===== config.mk =====
export PLATFORM = sky130hd
export DESIGN_NAME = exc_irq_ctrl
export DESIGN_NICKNAME = d
export VERILOG_FILES = /design/src/rtl/exc_pkg.sv /design/src/rtl/irq_prio_enc.sv /design/src/rtl/exc_irq_ctrl.sv
export SDC_FILE = /design/constraint.sdc
export NUM_CORES = 1
export LEC_CHECK = 0
export ABC_CLOCK_PERIOD_IN_PS = 1100
export BUFFER_PORTS_ARGS = -buffer_cell sky130_fd_sc_hd__clkbuf_2
export CAP_MARGIN = 20
export CORE_ASPECT_RATIO = 0.9
export CORE_MARGIN = 4
export CORE_UTILIZATION = 35
export DETAILED_ROUTE_END_ITERATION = 8
export PLACE_DENSITY = 0.61
export SYNTH_ARGS = -nofsm -noshare
export SYNTH_HDL_FRONTEND = slang
export SYNTH_SLANG_ARGS = --single-unit

===== constraint.sdc =====
create_clock -name clk -period 1.1 [get_ports clk]
set_input_delay 0.11 -clock clk [delete_from_list [all_inputs] [get_ports clk]]
set_output_delay 0.11 -clock clk [all_outputs]
set_load 0.02 [all_outputs]

===== src/rtl/exc_pkg.sv =====
// Shared types and cause encoding for the exception/interrupt controller.
//   state_e   : handshake FSM states
//   EC_*      : EStatus cause codes (1 and 2 kept compatible with the old single-IRQ encoding)
//   irq_code  : cause code for external channel ch
package exc_pkg;

    typedef enum logic [1:0] {
        IDLE    = 2'd0,
        TAKE    = 2'd1,
        HANDLER = 2'd2
    } state_e;

    localparam int unsigned EC_NONE     = 0;
    localparam int unsigned EC_IRQ0     = 1;
    localparam int unsigned EC_NOTINSTR = 2;
    localparam int unsigned EC_IRQ_BASE = 2;

    // Channel 0 keeps the legacy code 1; channel i >= 1 sits above NotAnInstr.
    function automatic int unsigned irq_code(input int unsigned ch);
        return (ch == 0) ? EC_IRQ0 : EC_IRQ_BASE + ch;
    endfunction

endpackage


===== src/rtl/irq_prio_enc.sv =====
// Combinational find-first-set over the request vector; lowest index wins.
//   req   in  N_IRQ  request lines (pending & ~mask)
//   valid out 1      any request present
//   idx   out IDX_W  index of the lowest set request
module irq_prio_enc #(
    parameter  int unsigned N_IRQ = 4,
    localparam int unsigned IDX_W = (N_IRQ > 1) ? $clog2(N_IRQ) : 1
) (
    input  logic [N_IRQ-1:0] req,
    output logic             valid,
    output logic [IDX_W-1:0] idx
);

    // Scan from the top so the lowest set index is the last one written.
    always_comb begin
        valid = 1'b0;
        idx   = '0;
        for (int i = int'(N_IRQ) - 1; i >= 0; i--) begin
            if (req[i]) begin
                valid = 1'b1;
                idx   = IDX_W'(i);
            end
        end
    end

endmodule


===== src/rtl/exc_irq_ctrl.sv =====
// Multi-channel exception/interrupt controller for the LEGv8 pipeline.
// Latches rising edges of ExtIRQ into pending, picks one cause by fixed
// priority (NotAnInstr first, then lowest unmasked channel) and runs the
// Exc / ExcAck / ERet handshake with the core.
//   clk, reset  clock and synchronous active-high reset
//   ExtIRQ      external IRQ levels (edge-captured)
//   IrqMask     1 = channel masked (still latched, not taken)
//   NotAnInstr  decoder flag for an invalid opcode
//   ExcAck      core has vectored to the handler
//   ERet        handler is returning
//   Exc         exception request (high while in TAKE)
//   EStatus     cause code, held from Exc until ERet
//   ExtIAck     one-cycle acknowledge to the serviced channel
//   Busy        high while in TAKE or HANDLER
//   DblFault    sticky: NotAnInstr seen while busy
module exc_irq_ctrl
    import exc_pkg::*;
#(
    parameter int unsigned N_IRQ     = 4,
    parameter int unsigned ESTATUS_W = 4
) (
    input  logic                 clk,
    input  logic                 reset,
    input  logic [N_IRQ-1:0]     ExtIRQ,
    input  logic [N_IRQ-1:0]     IrqMask,
    input  logic                 NotAnInstr,
    input  logic                 ExcAck,
    input  logic                 ERet,
    output logic                 Exc,
    output logic [ESTATUS_W-1:0] EStatus,
    output logic [N_IRQ-1:0]     ExtIAck,
    output logic                 Busy,
    output logic                 DblFault
);

    localparam int unsigned IDX_W = (N_IRQ > 1) ? $clog2(N_IRQ) : 1;

    state_e               state_q,   state_d;
    logic [N_IRQ-1:0]     irq_q,     irq_d;
    logic [N_IRQ-1:0]     pending_q, pending_d;
    logic [ESTATUS_W-1:0] cause_q,   cause_d;
    logic [IDX_W-1:0]     ch_q,      ch_d;
    logic                 is_irq_q,  is_irq_d;
    logic                 exc_q,     exc_d;
    logic [N_IRQ-1:0]     ack_q,     ack_d;
    logic                 busy_q,    busy_d;
    logic                 dbl_q,     dbl_d;

    logic                 win_valid;
    logic [IDX_W-1:0]     win_idx;

    irq_prio_enc #(
        .N_IRQ (N_IRQ)
    ) u_prio (
        .req   (pending_q & ~IrqMask),
        .valid (win_valid),
        .idx   (win_idx)
    );

    // Next-state, cause latching and ack-pulse generation.
    always_comb begin
        state_d  = state_q;
        cause_d  = cause_q;
        ch_d     = ch_q;
        is_irq_d = is_irq_q;
        ack_d    = '0;
        irq_d    = ExtIRQ;
        // The acknowledge pulse clears; a fresh edge in the same cycle wins.
        pending_d = (pending_q & ~ack_q) | (ExtIRQ & ~irq_q);
        dbl_d     = dbl_q | (NotAnInstr && (state_q != IDLE));

        unique case (state_q)
            IDLE: begin
                if (NotAnInstr) begin
                    cause_d  = ESTATUS_W'(EC_NOTINSTR);
                    is_irq_d = 1'b0;
                    state_d  = TAKE;
                end else if (win_valid) begin
                    cause_d  = ESTATUS_W'(irq_code(32'(win_idx)));
                    ch_d     = win_idx;
                    is_irq_d = 1'b1;
                    state_d  = TAKE;
                end
            end
            TAKE: begin
                if (ExcAck) begin
                    if (is_irq_q) begin
                        ack_d = N_IRQ'(1) << ch_q;
                    end
                    state_d = HANDLER;
                end
            end
            HANDLER: begin
                if (ERet) begin
                    cause_d = ESTATUS_W'(EC_NONE);
                    state_d = IDLE;
                end
            end
            default: state_d = IDLE;
        endcase

        exc_d  = (state_d == TAKE);
        busy_d = (state_d != IDLE);
    end

    always_ff @(posedge clk) begin
        if (reset) begin
            state_q   <= IDLE;
            irq_q     <= '0;
            pending_q <= '0;
            cause_q   <= '0;
            ch_q      <= '0;
            is_irq_q  <= 1'b0;
            exc_q     <= 1'b0;
            ack_q     <= '0;
            busy_q    <= 1'b0;
            dbl_q     <= 1'b0;
        end else begin
            state_q   <= state_d;
            irq_q     <= irq_d;
            pending_q <= pending_d;
            cause_q   <= cause_d;
            ch_q      <= ch_d;
            is_irq_q  <= is_irq_d;
            exc_q     <= exc_d;
            ack_q     <= ack_d;
            busy_q    <= busy_d;
            dbl_q     <= dbl_d;
        end
    end

    assign Exc      = exc_q;
    assign EStatus  = cause_q;
    assign ExtIAck  = ack_q;
    assign Busy     = busy_q;
    assign DblFault = dbl_q;

endmodule


; Word-level counts from Yosys, hierarchy flattened
; Cells that the tools add are included.
[totals]
regBits = 24
word_cells = 60
[op_classes]
addsub = 1
eq_ne = 5
n_shift = 1
mux = 20
bitwise = 12
reduce_logical = 11
[ops]
columns = cell, n
row1 = $mux 2, 8
row2 = $and 4x4->4, 3
row3 = $mux 4, 3
row4 = $not 4->4, 3
row5 = $pmux 4 s2, 1
row6 = $reduce_bool 2->1, 4
row7 = $mux 1, 6
row8 = $pmux 2 s3, 1
row9 = $reduce_and 3->1, 2
row10 = $eq 2x1->1 const B, 2
row11 = $logic_not 2->1, 2
row12 = $not 1->1, 4
row13 = $or 4x4->4, 1
row14 = $reduce_or 4->1, 1
row15 = $shl 1x2->4 const A, 1
row16 = $add 2x2->3 const A, 1
row17 = $mux 3, 1
row18 = $ne 3x2->1 const B, 1
row19 = $eq 2x2->1 const B, 1
row20 = $ne 2x2->1 const B, 1
row21 = $reduce_and 2->1, 1
row22 = $logic_and 1x1->1, 1
row23 = $or 1x1->1, 1

; Longest topological paths before layout
[depth]
ltp_word = 11
depth_mapped = 5

; By module
; A second synthesis with hierarchy kept.
[hier_totals]
hier_cells = 94
hier_area_um2 = 912.1
[modules_own_cells]
columns = module, instances, cells_each, area_each_um2
row1 = exc_irq_ctrl, 1, 87, 877.1
row2 = irq_prio_enc, 1, 7, 35.0

; Least setup slack after synthesis
; Ideal clock, no wire load.
[synth_timing]
kind = reg2reg
start = register state_q[1]
end = register cause_q[2], in the netlist EStatus[2]
setup_ns = 0.070
t_arrival_ns = 1.084
path_slack_ns = -0.055
stages_incl_launch_ff = 5
n_path_buf = 0
path_cell_list = dfxtp_1 > or3_4 > nor3_2 > o21ai_1 > a21oi_1
[synth_between]
elab_chain_len = 3
[synth_rtl]
columns = item, line
row1 = "start, declared", exc_irq_ctrl.sv:38  ; state_e state_q, state_d;
row2 = "start signal, assigned", exc_irq_ctrl.sv:119  ; state_q <= state_d;
row3 = $eq 2x2->1 or $logic_not 2->1 (tied branches), exc_irq_ctrl.sv:72  ; unique case (state_q)
row4 = "$ne 2x2->1 (no line), or another cell as far along", --
row5 = $reduce_and 3->1 (no line), --
row6 = "end signal, assigned", exc_irq_ctrl.sv:122  ; cause_q <= cause_d;
row7 = "end, declared", exc_irq_ctrl.sv:41  ; logic [ESTATUS_W-1:0] cause_q, cause_d;
; Parallel ways exist; a longest one is shown, timed or not.
; A chain may end at the register's enable or synchronous reset.

; Worst setup path after layout
; Ends and elaborated chain as after synthesis.

==> flow_metrics.tcl <==
set metrics [dict create \
    die_h_um 56.9 \
    finClkSkew_ns 0.00732 \
    finalInstanceArea_um2 1270 \
    synthAdderAreaFrac_pct 0 \
    start_util_pct 37.4 \
    place_hpwl_um 1510 \
    root_buffer "clkbuf_4" \
    placed_area_um2 1130 \
    ir_drop_mv 0.732 \
    arrival_ns 1.42 \
    n_fill_cell 222 \
    yosysWarnings 0 \
    cts_tree "done" \
    rsz0062_at_grt "yes" \
    worst_slack_ns -0.0629 \
    clk_latency_ns 0.31 \
    endpoint_kind "register" \
    dieArea_um2 3550 \
    drc 0 \
    place_congestion 0.787 \
    grt.total_usage_pct 12.7 \
    grt_max_degree 14 \
    yosys_register_bits 23 \
    yosysSeqAreaShare_pct 49.5 \
    critPathKind "register to register" \
    clock_path_buffers 2 \
    cts_sinks 23 \
    synth_cells 103 \
    synth_top_family_by_area "simple AND/OR/NAND/NOR gates" \
    cts_made_buffers 3 \
    status "finished, violations left" \
    synth_cell_type_count 30 \
    synth-simple-area-share_pct 29.4 \
    wl_um 2170 \
    rows 17 \
    synthMuxAreaShare_pct 0 \
    maxCapViolCount 0 \
    fp.dieW_um 62.4 \
    final_util_pct 51.1 \
    totalPowerFinal_mw 1.68 \
    synth_compound_area_share_pct 16.0 \
    fin_crit_sh_pct 106 \
    synth_xor_area_share_pct 0 \
    dr.pass1.iters 4 \
    p_per_area_nw_per_um2 1320 \
    ff_latch_area_um2 468 \
    worst_ep_required_time_ns 1.36 \
    drv_slew 0 \
    cts.clk_slew.worst_paths_ns 0.13 \
    ios 24 \
    setup_violations 7 \
    hp-class "input port to register" \
    synth_area_um2 931 \
    period_needed_ns 1.16 \
    n_antenna_cell 0 \
    violations "negative setup slack" \
    nets 154 \
    multi_input_area_um2 500 \
    cp-start-kind "register" \
    path_max_fanout 5 \
    postCtsHoldBufs 0 \
    syn_avg_cell_area_um2 9.04 \
    p_leak_nw 0.561 \
    antenna_left 0 \
    overflow 0 \
    antenna_found_initial 0 \
    port_buffers 22 \
    htree_levels 1 \
    finalHoldViolCount 0 \
    first_iter_violations 12 \
    grt_pass1_wl_um 3650 \
    wl_per_cell_um 12.9 \
    vias 823 \
    coreArea_um2 2490 \
    layout-drive-gt1-share_pct 47.1 \
    via_per_inst 4.90 \
    area_growth_pct 36.7 \
    clock.fmax_mhz 860 \
    syn-num-nets 116 \
    first_global_vias 831 \
]
[final timing paths]
kind | start | end | slack [ns] | cells after the start
setup / recovery | state_q[1]$_SDFF_PP0_ | EStatus[2]$_SDFFE_PP0P_ | -0.06 | 4
hold reg to reg | irq_q[0]$_SDFF_PP0_ | pending_q[0]$_SDFF_PP0_ | 0.48 | 2
setup reg to reg | state_q[1]$_SDFF_PP0_ | EStatus[2]$_SDFFE_PP0P_ | -0.06 | 4
hold / removal | ExtIRQ[3] | pending_q[3]$_SDFF_PP0_ | 0.02 | 3
[final cells by class]
class                           instances  area share, %
Tap cell                               28           2.75
Timing Repair Buffer                   38           18.1
Sequential cell                        23           36.8
Inverter                                3          0.885
Clock inverter                          1          0.393
Clock buffer                            3           1.77
Multi-Input combinational cell         72           39.3
[layer usage]
metal  wire (um)  global-route usage, %
met1         987                   15.0
met2        1040                   21.0
met3          93                   2.80
met4          53                   7.88
met5           0                      0
[logic make-up (layout without fill, tap and decap cells)]
logic type | count (synthesis) | in the layout
DFF | 23 | 23
AOI/OAI and AO/OA | 25 | 25
other | 1 | 1
and+or+nand+nor | 46 | 46
buffers and inverters | 8 | 45
[through the flow]
step	cells	setup WS [ns]	hold slack [ns]	TNS (ns)
after global placement	159	-0.0332	0.340	-0.113
after detailed placement	159	-0.0546	0.347	-0.222
after CTS	168	-0.0629	0.0175	-0.149
after global routing	168	-0.137	0.0195	-0.827
final	168	-0.0629	0.0205	-0.237
after floorplan	103	0.00342	0.238	0
[timing repair]
action	in CTS	in global routing
setup endpoints to repair	9	11
gates resized for setup	11	9
setup buffers	5	0
pin swaps	10	6
[layout by cell type (no fill, tap or decap), types with 2 or more instances in the layout]
cell type	count
nor3_2	3
nand2b_4	4
buf_4	16
o21ai_1	2
inv_1	2
nand2_1	5
nor2b_2	2
or3_1	2
dfxtp_2	6
clkbuf_4	3
a21oi_1	12
o311a_1	2
o21ai_0	2
nand2b_1	9
nor2b_1	5
nor2_1	7
a21oi_2	3
nand4_1	2
clkbuf_2	22
dfxtp_1	17
[cells in the mapped netlist]
master	n	area share, %
a211oi_1	1	0.81
a21oi_1	14	7.5
a21oi_2	1	0.94
and3_1	1	0.67
and4_1	2	1.9
buf_1	1	0.40
buf_2	2	1.1
buf_4	1	0.81
buf_6	1	1.2
conb_1	1	0.40
dfxtp_1	23	49
inv_1	2	0.81
inv_2	1	0.40
nand2_1	5	2.0
nand2b_1	13	8.7
nand3_1	1	0.54
nand4_1	2	1.3
nor2_1	7	2.8
nor2_2	1	0.67
nor2b_1	7	4.7
nor3_1	1	0.54
nor3_2	2	2.2
nor3b_1	1	0.81
o21ai_0	2	1.1
o21ai_1	2	1.1
o21bai_1	1	0.81
o311a_1	2	2.2
o31ai_1	2	1.6
or3_1	2	1.3
or3_4	1	1.2
[sequential cells by signal, indices dropped and copies added (netlist names)]
| register | count |
|---|---|
| irq_q | 4 |
| Busy | 1 |
| EStatus | 3 |
| Exc | 1 |
| ch_q | 2 |
| state_q | 2 |
| is_irq_q | 1 |
| pending_q | 4 |
| ExtIAck | 4 |
| DblFault | 1 |
[critical path, stage by stage (launching register included)]
cell     delay, ns
dfxtp_2       0.38
or3_4         0.37
nor3_2        0.15
o21ai_1       0.07
a21oi_1       0.14
[power breakdown]
part	leakage, nW	switching [mW]	total (mW)	internal (mW)
combinational	0.352	0.189	0.363	0.175
clock	0.0177	0.249	0.385	0.136
sequential	0.191	0.0395	0.931	0.891
(Power assumes the default switching activity.)
